## config.mk

```make
export PLATFORM = sky130hd
export DESIGN_NAME = fp_max_prep
export DESIGN_NICKNAME = d
export VERILOG_FILES = /design/src/rtl/fp_max_prep.sv
export SDC_FILE = /design/constraint.sdc
export NUM_CORES = 1
export LEC_CHECK = 0
export BUFFER_PORTS_ARGS = -buffer_cell sky130_fd_sc_hd__buf_2
export CAP_MARGIN = 20
export CORE_AREA = 2 2 120 239
export DETAILED_ROUTE_END_ITERATION = 12
export DIE_AREA = 0 0 122 241
export PLACE_DENSITY = 0.94
export SLEW_MARGIN = 25
export SYNTH_ARGS = -nofsm -noshare
export SYNTH_HDL_FRONTEND = slang
export SYNTH_SLANG_ARGS = --single-unit
export TNS_END_PERCENT = 10
```

## constraint.sdc

```tcl
create_clock -name clk -period 2.6 [get_ports clk]
set_input_delay 0.39 -clock clk [delete_from_list [all_inputs] [get_ports clk]]
set_output_delay 0.39 -clock clk [all_outputs]
set_load 0.01 [all_outputs]
```

## src/rtl/fp_max_prep.sv

```systemverilog
// Two-stage operand preparation for the FP min/max selector.
//
// S1 registers the raw operands, whether each single-precision operand failed
// its NaN-box check, and the fmt/rm/tag fields. S2 registers the canonicalised
// operands, their one-hot class vectors and 65-bit sign/magnitude compare keys.
// All outputs come straight from S2 registers.
//
// Ports:
//   clk, rst_n           clock, synchronous active-low reset
//   flush                drop every in-flight operation
//   in_valid/in_ready    input handshake; in_ready never depends on in_valid
//   in_data1/2, in_fmt   raw operands and format (0 = single, else double)
//   in_rm, in_tag        passed through
//   out_valid/out_ready  output handshake
//   out_data1/2          operands after NaN-box canonicalisation
//   out_ext1/2           {sign, zero-extended magnitude} compare keys
//   out_class1/2         one-hot class (see classify)
//   out_fmt/rm/tag       passed through
module fp_max_prep #(
  parameter int unsigned TAG_W = 5
) (
  input  logic             clk,
  input  logic             rst_n,
  input  logic             flush,
  input  logic             in_valid,
  output logic             in_ready,
  input  logic [63:0]      in_data1,
  input  logic [63:0]      in_data2,
  input  logic [1:0]       in_fmt,
  input  logic [2:0]       in_rm,
  input  logic [TAG_W-1:0] in_tag,
  output logic             out_valid,
  input  logic             out_ready,
  output logic [63:0]      out_data1,
  output logic [63:0]      out_data2,
  output logic [64:0]      out_ext1,
  output logic [64:0]      out_ext2,
  output logic [9:0]       out_class1,
  output logic [9:0]       out_class2,
  output logic [1:0]       out_fmt,
  output logic [2:0]       out_rm,
  output logic [TAG_W-1:0] out_tag
);

  localparam logic [63:0] CanonNan = 64'hFFFF_FFFF_7FC0_0000;

  // Class bit order: -inf, -norm, -sub, -0, +0, +sub, +norm, +inf, sNaN, qNaN
  function automatic logic [9:0] classify(input logic [63:0] d, input logic single);
    logic sign, exp_ones, exp_zero, man_zero, man_msb;
    logic [9:0] c;
    if (single) begin
      sign     = d[31];
      exp_ones = &d[30:23];
      exp_zero = ~|d[30:23];
      man_zero = ~|d[22:0];
      man_msb  = d[22];
    end else begin
      sign     = d[63];
      exp_ones = &d[62:52];
      exp_zero = ~|d[62:52];
      man_zero = ~|d[51:0];
      man_msb  = d[51];
    end
    c = '0;
    if (exp_ones) begin
      if (man_zero) begin
        if (sign) c[0] = 1'b1;
        else      c[7] = 1'b1;
      end else if (man_msb) begin
        c[9] = 1'b1;
      end else begin
        c[8] = 1'b1;
      end
    end else if (exp_zero) begin
      if (man_zero) begin
        if (sign) c[3] = 1'b1;
        else      c[4] = 1'b1;
      end else begin
        if (sign) c[2] = 1'b1;
        else      c[5] = 1'b1;
      end
    end else begin
      if (sign) c[1] = 1'b1;
      else      c[6] = 1'b1;
    end
    return c;
  endfunction

  // Sign on top, magnitude below: unsigned compare of [63:0] orders magnitudes.
  function automatic logic [64:0] ext_key(input logic [63:0] d, input logic single);
    if (single) return {d[31], 33'b0, d[30:0]};
    return {d[63], 1'b0, d[62:0]};
  endfunction

  // Stage 1 state
  logic             s1_valid_q, s1_valid_d;
  logic [63:0]      s1_data1_q, s1_data2_q;
  logic             s1_unboxed1_q, s1_unboxed2_q;
  logic [1:0]       s1_fmt_q;
  logic [2:0]       s1_rm_q;
  logic [TAG_W-1:0] s1_tag_q;

  // Stage 2 state
  logic             s2_valid_q, s2_valid_d;
  logic [63:0]      s2_data1_q, s2_data2_q;
  logic [64:0]      s2_ext1_q, s2_ext2_q;
  logic [9:0]       s2_class1_q, s2_class2_q;
  logic [1:0]       s2_fmt_q;
  logic [2:0]       s2_rm_q;
  logic [TAG_W-1:0] s2_tag_q;

  logic        s1_advance, s2_advance, in_fire, s2_load;
  logic        in_single, s1_single;
  logic        in_unboxed1, in_unboxed2;
  logic [63:0] s1_canon1, s1_canon2;

  assign s2_advance = !s2_valid_q || out_ready;
  assign s1_advance = !s1_valid_q || s2_advance;
  assign in_ready   = !flush && s1_advance;
  assign in_fire    = in_valid && in_ready;
  assign s2_load    = s1_valid_q && s2_advance && !flush;

  assign in_single   = (in_fmt == 2'd0);
  assign in_unboxed1 = in_single && (in_data1[63:32] != 32'hFFFF_FFFF);
  assign in_unboxed2 = in_single && (in_data2[63:32] != 32'hFFFF_FFFF);

  assign s1_single = (s1_fmt_q == 2'd0);
  assign s1_canon1 = s1_unboxed1_q ? CanonNan : s1_data1_q;
  assign s1_canon2 = s1_unboxed2_q ? CanonNan : s1_data2_q;

  always_comb begin
    s1_valid_d = s1_valid_q;
    s2_valid_d = s2_valid_q;
    if (flush) begin
      s1_valid_d = 1'b0;
      s2_valid_d = 1'b0;
    end else begin
      if (s1_advance) s1_valid_d = in_valid;
      if (s2_advance) s2_valid_d = s1_valid_q;
    end
  end

  always_ff @(posedge clk) begin
    if (!rst_n) begin
      s1_valid_q    <= 1'b0;
      s1_data1_q    <= '0;
      s1_data2_q    <= '0;
      s1_unboxed1_q <= 1'b0;
      s1_unboxed2_q <= 1'b0;
      s1_fmt_q      <= '0;
      s1_rm_q       <= '0;
      s1_tag_q      <= '0;
      s2_valid_q    <= 1'b0;
      s2_data1_q    <= '0;
      s2_data2_q    <= '0;
      s2_ext1_q     <= '0;
      s2_ext2_q     <= '0;
      s2_class1_q   <= '0;
      s2_class2_q   <= '0;
      s2_fmt_q      <= '0;
      s2_rm_q       <= '0;
      s2_tag_q      <= '0;
    end else begin
      s1_valid_q <= s1_valid_d;
      s2_valid_q <= s2_valid_d;
      if (in_fire) begin
        s1_data1_q    <= in_data1;
        s1_data2_q    <= in_data2;
        s1_unboxed1_q <= in_unboxed1;
        s1_unboxed2_q <= in_unboxed2;
        s1_fmt_q      <= in_fmt;
        s1_rm_q       <= in_rm;
        s1_tag_q      <= in_tag;
      end
      if (s2_load) begin
        s2_data1_q  <= s1_canon1;
        s2_data2_q  <= s1_canon2;
        s2_ext1_q   <= ext_key(s1_canon1, s1_single);
        s2_ext2_q   <= ext_key(s1_canon2, s1_single);
        s2_class1_q <= classify(s1_canon1, s1_single);
        s2_class2_q <= classify(s1_canon2, s1_single);
        s2_fmt_q    <= s1_fmt_q;
        s2_rm_q     <= s1_rm_q;
        s2_tag_q    <= s1_tag_q;
      end
    end
  end

  assign out_valid  = s2_valid_q;
  assign out_data1  = s2_data1_q;
  assign out_data2  = s2_data2_q;
  assign out_ext1   = s2_ext1_q;
  assign out_ext2   = s2_ext2_q;
  assign out_class1 = s2_class1_q;
  assign out_class2 = s2_class2_q;
  assign out_fmt    = s2_fmt_q;
  assign out_rm     = s2_rm_q;
  assign out_tag    = s2_tag_q;

endmodule

```

==> results.py, run 1 <==
metrics = {
    "critical_path": {
        "max_stage_delay_ns": 0.43,
        "cp-end-kind": "register",
        "cp_max_fo": 7,
        "critPathSlowestCell": "nor4_1",
        "path_cells": "nor4_1 > nand3_1 > o32ai_2 > o2111ai_2 > o41ai_1",
        "required_ns": 3.07,
        "start_kind": "register",
        "cp.arrival_ns": 2.52,
        "critPathKind": "reg -> reg",
    },
    "power": {
        "internal_power_w": 0.00897,
        "power_frac_clock": 0.418,
        "finalPower_w": 0.0118,
        "switching_share": 0.241,
        "pwr-share-seq": 0.498,
        "powerDensity_mw_per_mm2": 657,
        "p_leak_nw": 8.15,
        "vdd_ir_drop_max_uv": 631,
        "p_sw_w": 0.00285,
        "power_frac_comb": 0.084,
    },
    "clock_network": {
        "htree_levels": 1,
        "numClockSinks": 366,
        "cts_tree": "yes",
        "cts_buffers": 30,
        "clock_path_buffers": 3,
        "cts_resized": 0,
        "clk_latency_ns": 0.58,
        "post_cts_buffers": 0,
        "clk_pin_slew_worst_paths_ns": 0.07,
        "holdBufCountCts": 0,
        "cts-root-buf": "clkbuf_16",
    },
    "detailed_routing": {
        "postRouteAntennaNets": 0,
        "drtIter0Drc": 1065,
        "routedWlPerCell_um": 18.4,
        "drtPass1Iterations": 5,
        "drc": 0,
        "wl_mm": 44.7,
        "vias_per_cell": 5.68,
        "vias": 13806,
    },
    "placed_design": {
        "dp_cells": 2371,
        "dp_hpwl_mm": 31.0,
        "portBuffers": 430,
        "place.gp.congestion": 0.926,
        "postPlaceCellArea_mm2": 0.0169,
    },
    "sta": {
        "rsz0062_at_grt": "no",
        "fin_skew_ns": 0.0135,
        "max_clock_freq_ghz": 0.488,
        "setup-tns-final_ns": 0,
        "timing.final.hold_violations": 0,
        "relSlewSlack": 0.481,
        "tightest_slew_ns": 0.778,
        "period_share": 0.788,
        "drv_slew": 0,
        "setup_viol": 0,
        "fin_crit_ns": 2.05,
    },
    "die": {
        "num_rows": 86,
        "start_util": 0.548,
        "die-area_mm2": 0.0294,
        "core_mm2": 0.0274,
        "io_pins": 433,
        "die_x_um": 122,
        "die_h_um": 241,
    },
    "run": {
        "cap_violations": 0,
    },
    "status": {
        "status": "finished, final reports clean",
    },
    "cells_and_area": {
        "fin_area_mm2": 0.0180,
        "fin_cells": 2432,
        "layout_common_cells": "buf_2 (429), nand2_1 (428), dfxtp_1 (364)",
        "final_common_cell": "buf_2",
        "nets": 2194,
        "area_growth_pct": 19.8,
        "fillCellCount": 2182,
        "drive_gt1_frac": 0.253,
    },
    "grt": {
        "antenna_found_initial": 8,
        "grtUsageTotal": 0.290,
        "grt_overflow": 0,
        "grt_max_degree": 158,
        "grt_pass1_wl_mm": 68.3,
        "grt_pass1_vias": 13122,
    },
    "synth": {
        "avgSynthCellArea_um2": 8.48,
        "synth_cell_types": 43,
        "synth_area_mm2": 0.0150,
        "yosysSeqAreaShare": 0.488,
        "synth_seq_cells": 366,
        "syn_inst": 1771,
        "yosysWarnings": 0,
    },
    "hold_path": {
        "min_path_type": "in -> reg",
    },
}
## through the flow
step,worst slack [ns],hold WS (ns),util
2_1_floorplan,0.800,0.441,-
3_3_place_gp,0.535,0.437,0.616
3_5_place_dp,0.524,0.446,0.616
4_1_cts,0.535,0.0470,0.655
5_1_grt,0.399,0.0499,0.656
6_report,0.550,0.0629,0.656
## power by group through the flow
stage / Clock (W) / Sequential (W) / Combinational [W]
final: 0.00494 / 0.00589 / 0.000998
after global routing: 0.00522 / 0.00590 / 0.00108
after global placement: 0 / 0.00600 / 0.000966
after floorplan: 0 / 0.00600 / 0.000592
after detailed placement: 0 / 0.00601 / 0.000985
after CTS: 0.00501 / 0.00588 / 0.000993
## critical path, delay by kind of cell, from the launching register on
| family | cells | cell delay, ns |
|---|---|---|
| AND/OR/NAND/NOR | 2 | 0.62 |
| flip-flops | 1 | 0.34 |
| AO/OA/AOI/OAI | 3 | 0.98 |
## layer usage
| metal | vias to the layer above | part of all wire | routed length [um] | track usage |
|---|---|---|---|---|
| met5 | - | 0.00049 | 22 | 0 |
| met4 | 4 | 0.063 | 2810 | 0.175 |
| met3 | 171 | 0.065 | 2930 | 0.0513 |
| met2 | 615 | 0.50 | 22400 | 0.499 |
| met1 | 6508 | 0.37 | 16500 | 0.330 |
| li1 | 6508 | - | - | - |
## synthesized netlist by cell type, drive strengths merged
library cell / count / area (um^2)
nand2b: 3 / 18.8
or2: 1 / 6.26
a32o: 4 / 40.0
or3: 3 / 18.8
buf: 110 / 693
nor2: 97 / 364
nand4: 30 / 188
o21a: 2 / 15.0
nor4: 32 / 221
o2111ai: 1 / 15.0
a21boi: 197 / 1480
o221ai: 1 / 8.76
nor2b: 69 / 432
clkbuf: 98 / 368
and2: 5 / 31.3
o211a: 66 / 661
o31ai: 3 / 22.5
a21oi: 69 / 345
nor3b: 17 / 128
nor3: 89 / 445
nand3: 7 / 35.0
or4: 3 / 26.3
o221a: 1 / 11.3
a211oi: 4 / 30.0
dfxtp: 366 / 7330
inv: 1 / 3.75
a22o: 2 / 20.0
a32oi: 2 / 17.5
mux2i: 1 / 10.0
o41ai: 3 / 26.3
o32ai: 1 / 16.3
nand2: 429 / 1610
mux2: 1 / 11.3
o21ai: 7 / 35.0
nand3b: 44 / 330
conb: 1 / 3.75
or3b: 1 / 8.76
## flip-flops by register name (all words and copies together), names as in the netlist
signal	count
out_tag	5
out_data1	64
out_data2	64
out_ext2	33
out_valid	1
s1_fmt_q	2
out_class1	10
s1_data2_q	64
s1_tag_q	5
out_ext1	33
s1_unboxed1_q	1
s1_data1_q	64
out_fmt	2
s1_rm_q	3
s1_valid_q	1
out_rm	3
out_class2	10
s1_unboxed2_q	1
## worst paths after layout
path | endpoint | startpoint | slack [ns] | depth (start not counted)
min reg2reg | out_class1[4] | out_class1[4] | 0.46 | 2
max reg2reg | out_class1[0] | s1_data1_q[38] | 0.55 | 5
max | out_class1[0] | s1_data1_q[38] | 0.55 | 5
min | s1_data1_q[11] | in_data1[11] | 0.06 | 3
## kinds of logic after synthesis
family                 after synthesis  share of synthesized area
AOI/OAI and AO/OA                  363                      0.183
buffers and inverters              209                     0.0709
DFF                                366                      0.488
muxes                                2                    0.00142
other                                1                   0.000250
and+or+nand+nor                    830                      0.257
## area by class of cell
type | count | area, um^2 | share of cell area
Antenna cell | 6 | 15.0 | 0.000834
Clock buffer | 38 | 852 | 0.0473
Clock inverter | 17 | 223 | 0.0124
Inverter | 1 | 3.75 | 0.000209
Multi-Input combinational cell | 1197 | 6660 | 0.370
Sequential cell | 366 | 7330 | 0.407
Tap cell | 352 | 440 | 0.0245
Timing Repair Buffer | 455 | 2470 | 0.137
Note: power is estimated with default switching activity, not from simulation.
==> run 2: changes to the inputs <==
--- a/config.mk
+++ b/config.mk
@@ -7,10 +7,10 @@
 export LEC_CHECK = 0
 export BUFFER_PORTS_ARGS = -buffer_cell sky130_fd_sc_hd__buf_2
 export CAP_MARGIN = 20
-export CORE_AREA = 2 2 120 239
+export CORE_AREA = 2 2 130 258
 export DETAILED_ROUTE_END_ITERATION = 12
-export DIE_AREA = 0 0 122 241
-export PLACE_DENSITY = 0.94
+export DIE_AREA = 0 0 132 260
+export PLACE_DENSITY = 0.86
 export SLEW_MARGIN = 25
 export SYNTH_ARGS = -nofsm -noshare
 export SYNTH_HDL_FRONTEND = slang
==> constraint.sdc (replaced) <==
create_clock -name clk -period 1.88 [get_ports clk]
set_input_delay 0.282 -clock clk [delete_from_list [all_inputs] [get_ports clk]]
set_output_delay 0.282 -clock clk [all_outputs]
set_load 0.01 [all_outputs]
==> results.py, run 2 (same netlist as run 1, synthesis figures left out) <==
metrics = {
    "grt": {
        "grt_overflow": 0,
        "grt_use_met3": 0.0534,
        "busiest_layer": "met2",
        "grt_pass1_wl_mm": 80.1,
        "grt_pass1_vias": 15033,
        "grtUsageTotal": 0.287,
        "grt_max_degree": 151,
        "met2_usage": 0.514,
        "met1_usage": 0.309,
        "antenna_found_initial": 2,
    },
    "power": {
        "switching_share": 0.249,
        "internal_power_w": 0.0125,
        "vdd_ir_drop_max_uv": 826,
        "p_leak_nw": 9.07,
        "pwr-share-seq": 0.488,
        "powerDensity_mw_per_mm2": 828,
        "power_frac_clock": 0.404,
        "p_sw_w": 0.00416,
        "finalPower_w": 0.0167,
        "power_frac_comb": 0.108,
    },
    "cells_and_area": {
        "final_common_cell": "buf_2",
        "area_growth_pct": 34.0,
        "multi_input_area_mm2": 0.00683,
        "nets": 2385,
        "drive_gt1_frac": 0.266,
        "fillCellCount": 2481,
        "final_util": 0.624,
        "layout_common_cells": "buf_2 (429), nand2_1 (428), dfxtp_1 (363)",
        "register_area_mm2": 0.00733,
    },
    "clock_network": {
        "cts_buffers": 31,
        "clk_latency_ns": 0.58,
        "cts-root-buf": "clkbuf_16",
        "cts_tree": "yes",
        "clock_path_buffers": 3,
        "clk_pin_slew_worst_paths_ns": 0.07,
        "htree_levels": 1,
        "numClockSinks": 366,
    },
    "detailed_routing": {
        "routedWlPerCell_um": 19.2,
        "wl_mm": 51.9,
        "drtPass1Iterations": 8,
        "vias": 15188,
        "postRouteAntennaNets": 0,
        "drtIter0Drc": 1173,
        "drc": 0,
        "vias_per_cell": 5.63,
    },
    "die": {
        "io_pins": 433,
        "num_rows": 93,
        "core_mm2": 0.0322,
        "start_util": 0.466,
        "die-area_mm2": 0.0343,
        "die_h_um": 260,
        "die_x_um": 132,
    },
    "sta": {
        "drv_slew": 0,
        "relSlewSlack": 0.496,
        "timing.final.hold_violations": 0,
        "fin_skew_ns": 0.0165,
        "fin_crit_ns": 1.89,
        "setup-tns-final_ns": -0.00867,
        "setup_viol": 1,
        "period_share": 1.00,
        "finalWorstSetupSlack_ns": -0.00867,
        "tightest_slew_ns": 0.750,
        "rsz0062_at_grt": "yes",
        "max_clock_freq_ghz": 0.529,
    },
    "critical_path": {
        "required_ns": 2.34,
        "r2r_slack_ns": -0.009,
        "cp.arrival_ns": 2.35,
        "critPathKind": "reg -> reg",
        "cp-endpoint": "out_class2[8]",
        "cp_max_fo": 3,
        "cp-end-kind": "register",
        "r2r-start": "s1_data2_q[42]",
        "worstReg2RegEnd": "out_class2[8]",
        "critical_path.startpoint": "s1_data2_q[42]",
        "reg2reg_depth": 5,
        "start_kind": "register",
    },
    "status": {
        "violations": "negative setup slack",
        "status": "complete, but fails checks",
    },
    "placed_design": {
        "place_ws_ns": -0.117,
        "place.gp.congestion": 0.898,
        "dp_hpwl_mm": 33.1,
        "portBuffers": 430,
    },
    "run": {
        "cap_violations": 0,
    },
    "hold_path": {
        "min_path_type": "in -> reg",
    },
}
-- run 2: cell count changes in the layout (fill, tap and decap cells not counted), moves of 2 or more --
| cell | before | now |
|---|---|---|
| bufinv_16 | 5 | 3 |
| o41ai_2 | 0 | 3 |
| nor4_1 | 30 | 23 |
| nor3_1 | 89 | 82 |
| clkbuf_8 | 6 | 8 |
| dlygate4sd3_1 | 0 | 135 |
| nor4_2 | 1 | 7 |
| buf_12 | 10 | 17 |
| o41ai_1 | 3 | 0 |
| nor3_2 | 0 | 6 |
| diode_2 | 6 | 3 |
| buf_4 | 15 | 60 |
-- run 2: worst min path at each step --
stage	to	cells after the start	start
global placement	out_class2[5]	2	out_class2[5]
finish	s1_data2_q[63]	3	in_data2[63]
global route	s1_data1_q[36]	3	in_data1[36]
floorplan	s1_valid_q	2	in_valid
CTS	s1_data2_q[63]	3	in_data2[63]
detailed placement	out_class1[9]	2	out_class1[9]
-- run 2: power by group through the flow --
stage	Clock (W)	Combinational [W]	Sequential [W]
floorplan	0	0.000819	0.00830
global placement	0	0.00145	0.00829
detailed placement	0	0.00147	0.00830
CTS	0.00682	0.00171	0.00812
global route	0.00712	0.00193	0.00816
finish	0.00674	0.00180	0.00814
-- run 2: metal layers --
metal  share of wire  up-vias
met3           0.071      249
li1                -     6906
met4           0.067        0
met2            0.51      869
met1            0.35     7164
met5               0        -
-- run 2: critical path, cell delays in order, from the launching register on --
cell and delay [ns]:
dfxtp_1 0.33, nor4_1 0.47, o21ai_0 0.19, o41ai_2 0.30
o221ai_1 0.23, a32o_1 0.26
-- run 2: stage by stage --
step / cells / hold WS, ns / instance area, um^2
floorplan: 1772 / 0.399 / 15000
global placement: 2494 / 0.438 / 17400
detailed placement: 2494 / 0.441 / 17400
CTS: 2687 / 0.00257 / 19900
global route: 2696 / 0.0104 / 20100
finish: 2697 / 0.0251 / 20100
-- run 2: area by class of cell --
cell class,count,area share
Antenna cell,3,0.000373
Clock buffer,41,0.0439
Clock inverter,17,0.00895
Inverter,1,0.000186
Multi-Input combinational cell,1198,0.339
Sequential cell,366,0.364
Tap cell,427,0.0265
Timing Repair Buffer,644,0.216
-- run 2: timing repair --
| action | in CTS | in global routing |
|---|---|---|
| gates cloned | 0 | 2 |
| buffers inserted | 0 | 5 |
| pin swaps | 4 | 6 |
| resized for setup | 5 | 29 |
| hold buffers | 135 | 0 |
| endpoints found under the setup margin | 13 | 172 |
| hold endpoints to repair | 135 | 0 |
